`src/rtl/instr_fetch_ctrl.sv`:
```
// Instruction fetch controller: drives the PC register (inc / load), issues
// one ready-handshaked instruction-memory read per word, buffers the word and
// offers it to the decoder with valid/ready. jump_req redirects the PC and
// takes priority over every other activity.
module instr_fetch_ctrl #(
  parameter int ADDR_W  = 16,
  parameter int INSTR_W = 16
) (
  input  logic               clk,
  input  logic               rst_n,
  input  logic [ADDR_W-1:0]  pc_value,
  output logic               pc_inc,
  output logic               pc_write_en,
  output logic [ADDR_W-1:0]  pc_load,
  output logic               mem_rd,
  output logic [ADDR_W-1:0]  mem_addr,
  input  logic               mem_ready,
  input  logic [INSTR_W-1:0] mem_rdata,
  input  logic               jump_req,
  input  logic [ADDR_W-1:0]  jump_addr,
  input  logic               halt,
  output logic               ir_valid,
  output logic [INSTR_W-1:0] ir_data,
  output logic [ADDR_W-1:0]  ir_pc,
  input  logic               ir_ready
);

  typedef enum logic [1:0] {
    IDLE,
    REQ,
    HOLD,
    JUMP
  } state_t;

  state_t state;

  // Fetch address is the live PC; only meaningful while mem_rd is high.
  assign mem_addr = pc_value;

  // Fetch FSM with registered outputs. pc_inc / pc_write_en default low so
  // each is a single-cycle strobe. A jump never sets pc_inc, and a jump seen
  // during the pc_inc cycle raises pc_write_en on the following cycle, so the
  // two strobes cannot coincide and the jump target wins.
  always_ff @(posedge clk or negedge rst_n) begin
    if (!rst_n) begin
      state       <= IDLE;
      pc_inc      <= 1'b0;
      pc_write_en <= 1'b0;
      pc_load     <= '0;
      mem_rd      <= 1'b0;
      ir_valid    <= 1'b0;
      ir_data     <= '0;
      ir_pc       <= '0;
    end else begin
      pc_inc      <= 1'b0;
      pc_write_en <= 1'b0;
      if (jump_req) begin
        pc_write_en <= 1'b1;
        pc_load     <= jump_addr;
        ir_valid    <= 1'b0;
        mem_rd      <= 1'b0;
        state       <= JUMP;
      end else begin
        case (state)
          IDLE: begin
            if (!halt) begin
              mem_rd <= 1'b1;
              state  <= REQ;
            end
          end
          REQ: begin
            if (mem_ready) begin
              ir_data  <= mem_rdata;
              ir_pc    <= pc_value;
              ir_valid <= 1'b1;
              pc_inc   <= 1'b1;
              mem_rd   <= 1'b0;
              state    <= HOLD;
            end
          end
          HOLD: begin
            if (ir_valid && ir_ready) begin
              ir_valid <= 1'b0;
              if (halt) begin
                state <= IDLE;
              end else begin
                mem_rd <= 1'b1;
                state  <= REQ;
              end
            end
          end
          JUMP: begin
            if (halt) begin
              state <= IDLE;
            end else begin
              mem_rd <= 1'b1;
              state  <= REQ;
            end
          end
          default: begin
            mem_rd <= 1'b0;
            state  <= IDLE;
          end
        endcase
      end
    end
  end

  // The PC register treats inc and write_en together as hold; never drive both.
  pc_strobe_exclusive: assert property (@(posedge clk) disable iff (!rst_n)
    !(pc_inc && pc_write_en));

endmodule

```
`config.mk`:
```
export PLATFORM = sky130hd
export DESIGN_NAME = instr_fetch_ctrl
export DESIGN_NICKNAME = d
export VERILOG_FILES = /design/src/rtl/instr_fetch_ctrl.sv
export SDC_FILE = /design/constraint.sdc
export NUM_CORES = 1
export LEC_CHECK = 0
export ABC_AREA = 1
export ABC_CLOCK_PERIOD_IN_PS = 1400
export CAP_MARGIN = 25
export CORE_ASPECT_RATIO = 1.1
export CORE_MARGIN = 1.5
export CORE_UTILIZATION = 39
export DETAILED_ROUTE_END_ITERATION = 12
export GPL_TIMING_DRIVEN = 0
export PLACE_DENSITY = 0.91
export REMOVE_ABC_BUFFERS = 1
export SYNTH_ARGS = -nofsm -noshare
export SYNTH_HDL_FRONTEND = slang
export SYNTH_SLANG_ARGS = --single-unit
```
`constraint.sdc`:
```
create_clock -name clk -period 1.4 [get_ports clk]
set_input_delay 0.28 -clock clk [delete_from_list [all_inputs] [get_ports clk]]
set_output_delay 0.28 -clock clk [all_outputs]
set_load 0.02 [all_outputs]
```
==> reports/metrics.csv, run 1 <==
metric;value;unit
run status;completed;
DRC;0;
hold worst-path end;pc_write_en$_DFF_PN0_;
total of buffers placed on input and output ports;121;
RD Place Congestion;0.746;
number of pins exceeding their max-slew limit in the final report;0;
number of clock buffers inserted by TritonCTS;5;
Cell Area, Placed;3370;µm²
CP arrival;1100;ps
antenna violations before repair;0;
clock edge transition at the registers on the reported setup and hold paths;90;ps
detail-routed net length per standard cell;13.6;µm
yosys warns;0;
share of the clock period used by the worst path;0.988;
initial core utilization;0.411;
Reg2Reg Capture Point;ir_data[7]$_DFFE_PN0P_;
multi-input combinational cell area;706;µm²
floorplan die area;6220;µm²
number of global-route vias before repair;2167;
number of antenna-violating nets in the routed design;0;
slew at the pin closest to its max-slew limit;550;ps
Max stage delay on crit path;490;ps
kind of cell adding the most delay to the critical path;buffers and inverters;
number of cell instances on the worst register-to-register path;5;
CP endpoint kind;primary output;
Global Route Usage Sum;0.206;
# setup viols final;0;
fraction of the mapped netlist area in adder cells;0;
top-level port count;122;
total congestion overflow;0;
post-route standard cell area excluding fillers;3480;µm²
highest attainable clock frequency;0.723;GHz
instance count of the mapped netlist;260;
pin count of the biggest net entering global routing;34;
launch instance of the worst min-delay path;jump_req;
Die Span Y;82.6;µm
row cnt;28;
iteration count of the initial detailed-routing pass;4;
required time at the worst-slack endpoint;1120;ps
Starting DRT DRC Count;84;
critical path, cell by cell;clkdlybuf4s50_1, dlygate4sd2_1;
leakage;0.00188;µW
largest fanout on the critical path;2;
total area of sequential cells;1350;µm²
start-to-end type of the worst setup path;input pin to primary output;
clock tree from TritonCTS;done;
synthesis-stage register bit count;54;
Placement Setup Slack;-1660;ps
Bufs on Longest Clock Path;2;
multiplexer area fraction after synthesis;0;
Tmin final;1380;ps
main combinational cell family by area after synthesis;simple AND/OR/NAND/NOR gates;
worst voltage drop across the vdd grid;1.04;mV
total power per unit cell area;1720;nW/µm²
compound-gate portion of the synthesized area;0.0123;
post-route setup slack;16.6;ps
setup repair after global routing missed its margin;false;
core footprint;5470;µm²
first-pass GRT wire length;9.55;mm
sequential share of the synthesized area;0.602;
Worst R2R Start;state[1]$_DFFE_PN0P_;
# diodes;0;
Final Hold Fails;0;
x dimension of the die;75.4;µm
tightest slew margin relative to the limit;0.633;
number of distinct library cells after synthesis;16;
Cell Area, Synth;2250;µm²
net count reported at finish;423;
synthesis-to-finish area growth;55.1;%
Vias per Instance;4.60;
max-cap check violation count;0;
CTS root buf;sky130_fd_sc_hd__clkbuf_8;
fraction of final layout cells with drive strength greater than 1;0.0541;
simple-gate share of the synthesized area;0.289;
htree depth;2;
via count;2049;
depth of the worst hold-timing path;1;
clk_skew;2.62;ps
path class of the lowest-slack min-delay path;input pin to flip-flop;
Skew-Pair Late Insertion Delay;300;ps
Filler cells;477;
final wirelength;6.06;mm
number of sinks handled by clock tree synthesis;54;
library cell contributing the largest single delay on the critical path;sky130_fd_sc_hd__clkdlybuf4s50_1;
combined buffer and inverter count along the critical path;2;
area share of xor/xnor cells in the synthesized design;0;
detailed-placement wirelength estimate;4.23;mm
Critical Path Start Type;input pin;
Avg Synthesized Cell Area;8.64;µm²
internal reg-to-reg setup slack;100;ps
[cells by family after synthesis]
group,Yosys count
compound gates,5
simple gates,168
buf+inv,33
flops,54
[Yosys cell counts, drive strengths merged]
cell	n	area share
nand2	158	0.26
dfrtp	54	0.60
buf	23	0.081
inv	7	0.012
nand3	6	0.016
clkbuf	3	0.0050
nor2	3	0.0061
o21ai	3	0.0067
a21oi	1	0.0022
nand4	1	0.0028
o211ai	1	0.0033
[cell type report]
class                           instances  share of cell area
Multi-Input combinational cell        174               0.203
Clock inverter                          1             0.00144
Inverter                                7              0.0122
Timing Repair inverter                  1             0.00144
Sequential cell                        54               0.388
Tap cell                               75              0.0269
Clock buffer                            7              0.0248
Timing Repair Buffer                  126               0.342
[how the worst max path moves through the flow]
stage | endpoint | slack [ps] | startpoint | cells past startpoint
floorplan | ir_data[0]$_DFFE_PN0P_ | -150 | state[1]$_DFFE_PN0P_ | 5
global placement | ir_data[0]$_DFFE_PN0P_ | -1620 | jump_req | 6
detailed placement | ir_pc[12]$_DFFE_PN0P_ | -1660 | jump_req | 6
CTS | mem_addr[1] | 10 | pc_value[1] | 2
global route | mem_addr[2] | 1 | pc_value[2] | 2
finish | mem_addr[1] | 20 | pc_value[1] | 2
[flip-flops by register name (all words and copies together) (netlist names)]
register	cells
ir_data	16
ir_pc	16
pc_load	16
state	2
ir_valid	1
mem_rd	1
pc_inc	1
pc_write_en	1
[power by group]
group	total [µW]	switching, µW	internal, µW
clock network	871	471	400
registers	2480	340	2140
logic	2630	1600	1030
total	5970	2410	3560
[through the flow]
step	power, µW	cells	utilization	TNS (ps)	hold WS [ps]
2_1_floorplan	3830	234	-	-4980	-15.6
3_3_place_gp	5340	430	0.614	-155990	452
3_5_place_dp	5470	431	0.617	-72130	298
4_1_cts	6050	445	0.635	0	322
5_1_grt	6410	445	0.637	0	307
6_report	5970	445	0.637	0	316
[layer usage]
| metal | wire, µm | global-route usage | up-vias |
|---|---|---|---|
| met5 | 0 | 0 | - |
| met2 | 3030 | 0.369 | 95 |
| met4 | 96 | 0.0732 | 0 |
| met3 | 540 | 0.0655 | 9 |
| li1 | - | - | 990 |
| met1 | 2390 | 0.227 | 955 |
[repair_timing]
item	CTS	global route
pin swaps	1	0
hold endpoints to repair	22	0
setup endpoints to repair	121	7
buffers inserted	3	0
resized for setup	81	8
hold buffers	1	0
cloned	2	0
[placed cells by master, fill, tap and decap left out, drive strengths merged]
| cell | Yosys | routed |
|---|---|---|
| clkdlybuf4s50 | 0 | 50 |
| clkinv | 0 | 1 |
| dlygate4sd2 | 0 | 63 |
| dfrtp | 54 | 54 |
| o211ai | 1 | 1 |
| dlymetal6s2s | 0 | 1 |
| clkinvlp | 0 | 2 |
| inv | 7 | 6 |
| nand2 | 158 | 158 |
| nand4 | 1 | 1 |
| dlygate4sd3 | 0 | 1 |
| buf | 23 | 5 |
| o21ai | 3 | 3 |
| nand3 | 6 | 7 |
| clkbuf | 3 | 8 |
| a21oi | 1 | 1 |
| nor2 | 3 | 3 |
| clkdlybuf4s15 | 0 | 5 |
(Power assumes the default switching activity.)
==> run 2, diff against run 1 <==
--- a/config.mk
+++ b/config.mk
@@ -8,9 +8,11 @@
 export ABC_AREA = 1
 export ABC_CLOCK_PERIOD_IN_PS = 1400
 export CAP_MARGIN = 25
+export CELL_PAD_IN_SITES_DETAIL_PLACEMENT = 0
+export CELL_PAD_IN_SITES_GLOBAL_PLACEMENT = 1
 export CORE_ASPECT_RATIO = 1.1
 export CORE_MARGIN = 1.5
-export CORE_UTILIZATION = 39
+export CORE_UTILIZATION = 27
 export DETAILED_ROUTE_END_ITERATION = 12
 export GPL_TIMING_DRIVEN = 0
 export PLACE_DENSITY = 0.91
==> run 2 against run 1 <==
Net effect: the run now ends with negative hold slack left; fmax rose by 0.51%; routed wire length is 4.0% lower; global-route usage is 6.9 points lower; setup slack better by 7.1 ps; clock skew increased by 1.9 ps; sequential power is essentially flat; final cell count up 6.5%; first-iteration DRC count decreased by 43%; critical path depth unchanged; design area about the same; via count down 2.9%; critical path type unchanged; largest cell class unchanged; highest routed layer unchanged.
==> reports/metrics.csv, run 2 (synthesis gave the netlist of run 1 again) <==
metric;value;unit;change
run status;finished, violations left;;
violations in the final reports;negative hold slack;;
CP endpoint kind;primary output;;
clk_skew;4.52;ps;+1.90 ps
CTS root buf;sky130_fd_sc_hd__clkbuf_8;;
first-pass GRT wire length;9.68;mm;+1.4%
Max stage delay on crit path;480;ps;about the same
Starting DRT DRC Count;48;;-43%
clock power share;0.138;;-0.008
number of sinks handled by clock tree synthesis;54;;unchanged
leakage;0.00185;µW;-1.7%
critical path, cell by cell;clkdlybuf4s50_1, dlygate4sd2_1;;
antenna violations before repair;0;;unchanged
DRC;0;;unchanged
Die Span Y;98.7;µm;+19%
relative contribution of combinational cells to total power;0.439;;about the same
Tmin final;1380;ps;-7.08 ps
# diodes;0;;unchanged
number of pins exceeding their max-slew limit in the final report;0;;unchanged
start-to-end type of the worst setup path;input pin to primary output;;
iteration count of the initial detailed-routing pass;4;;unchanged
Skew-Pair Late Insertion Delay;300;ps;about the same
required time at the worst-slack endpoint;1120;ps;about the same
via count;1990;;-2.9%
Internal Pwr Total;3490;µW;-1.9%
initial core utilization;0.281;;-0.130
number of antenna-violating nets in the routed design;0;;unchanged
max-cap check violation count;0;;unchanged
x dimension of the die;90.0;µm;+19%
floorplan die area;8880;µm²;+43%
clock tree from TritonCTS;done;;
number of global-route vias before repair;1967;;-9.2%
highest-count cells in the layout ignoring fill and taps;sky130_fd_sc_hd__nand2_1, sky130_fd_sc_hd__dlygate4sd2_1, sky130_fd_sc_hd__dfrtp_1, sky130_fd_sc_hd__clkdlybuf4s50_1, sky130_fd_sc_hd__clkdlybuf4s15_1;;
fin util;0.435;;-0.202
largest fanout on the critical path;2;;unchanged
fraction of final layout cells with drive strength greater than 1;0.0410;;-0.0131
total congestion overflow;0;;unchanged
synthesis-to-finish area growth;55.0;%;about the same
setup repair after global routing missed its margin;false;;
CP arrival;1100;ps;about the same
Bufs on Longest Clock Path;2;;unchanged
Final Hold Fails;14;;+14
RD Place Congestion;0.757;;+1.5%
kind of cell adding the most delay to the critical path;buffers and inverters;;
htree depth;2;;unchanged
highest attainable clock frequency;0.727;GHz;+0.51%
net count reported at finish;420;;-0.71%
total of buffers placed on input and output ports;121;;unchanged
commonest non-fill, non-tap cell in the layout;sky130_fd_sc_hd__nand2_1;;
detail-routed net length per standard cell;12.3;µm;-9.9%
worst voltage drop across the vdd grid;0.894;mV;-14%
hold buffer count at cts;0;;-1
detailed-placement wirelength estimate;3.89;mm;-8.1%
post-route standard cell area excluding fillers;3480;µm²;about the same
combined buffer and inverter count along the critical path;2;;unchanged
# setup viols final;0;;unchanged
final wirelength;5.82;mm;-4.0%
Vias per Instance;4.20;;-8.8%
total power per unit cell area;1680;nW/µm²;-2.1%
row cnt;34;;+21%
slew at the pin closest to its max-slew limit;626;ps;+76.2 ps
share of the clock period used by the worst path;0.983;;-0.00506
largest registers;ir_data: 16 flops, ir_pc: 16 flops, pc_load: 16 flops;;
Sw Share;0.402;;-0.00111
path class of the lowest-slack min-delay path;input pin to asynchronous set/reset pin;;
tightest slew margin relative to the limit;0.582;;-0.0508
Cell Area, Placed;3410;µm²;+1.2%
clock edge transition at the registers on the reported setup and hold paths;90;ps;about the same
number of clock buffers inserted by TritonCTS;5;;unchanged
top-level port count;122;;unchanged
hold slack final;-11.8;ps;-327 ps
library cell contributing the largest single delay on the critical path;sky130_fd_sc_hd__clkdlybuf4s50_1;;
pin count of the biggest net entering global routing;34;;unchanged
core footprint;8000;µm²;+46%
Global Route Usage Sum;0.137;;-0.0695
Net Sw Power;2350;µW;-2.4%
Reg power frac;0.422;;+0.008
Filler cells;829;;+74%
Critical Path Start Type;input pin;;
-- run 2: worst paths after layout --
check | start | to | slack (ps) | depth (start not counted)
min in group clk | jump_req | pc_write_en$_DFF_PN0_ | 320 | 1
max in group asynchronous | rst_n | ir_pc[3]$_DFFE_PN0P_ | 840 | 2
setup / recovery | pc_value[11] | mem_addr[11] | 20 | 2
setup reg to reg | state[1]$_DFFE_PN0P_ | ir_pc[7]$_DFFE_PN0P_ | 120 | 5
hold reg to reg | pc_load[8]$_DFFE_PN0P_ | pc_load[8]$_DFFE_PN0P_ | 470 | 2
hold / removal | rst_n | ir_valid$_DFFE_PN0P_ | -10 | 1
-- run 2: final cells by class --
class	count	area, µm²	share of cell area
clock buffer	7	76.3	0.0219
timing repair inverter	1	5.00	0.00144
multi-input combinational	174	706	0.203
timing repair buffer	123	1170	0.335
inverter	7	42.5	0.0122
tap	108	135	0.0388
sequential	54	1350	0.388
-- run 2: per-stage QoR --
step,setup TNS (ps),instances,total power [µW],worst slack [ps]
after floorplan,-4980,234,3830,-153
after global placement,-165030,463,5380,-1710
after detailed placement,-76180,464,5420,-1760
after CTS,-22.3,474,5960,-20.4
after global routing,0,474,6290,1.15
final,0,474,5850,23.7
-- run 2: metal layers --
metal	vias to the layer above	global-route usage	part of all wire	wire [µm]
met4	0	0.0391	0.010	60
met1	906	0.169	0.44	2580
met2	98	0.228	0.46	2680
met3	6	0.0455	0.085	496
met5	-	0	0	0
li1	980	-	-	-
-- run 2: timing repair --
| item | in CTS | in global routing |
|---|---|---|
| gates cloned | 2 | 0 |
| pin swaps | 1 | 0 |
| setup buffers | 1 | 0 |
| setup endpoints to repair | 121 | 13 |
| resized for setup | 80 | 8 |
-- run 2: power by group through the flow --
stage / Sequential (µW) / Combinational [µW] / Clock [µW]
2_1_floorplan: 3160 / 672 / 0
3_3_place_gp: 2470 / 2910 / 0
3_5_place_dp: 2490 / 2940 / 0
4_1_cts: 2480 / 2610 / 873
5_1_grt: 2560 / 2800 / 926
6_report: 2470 / 2570 / 810
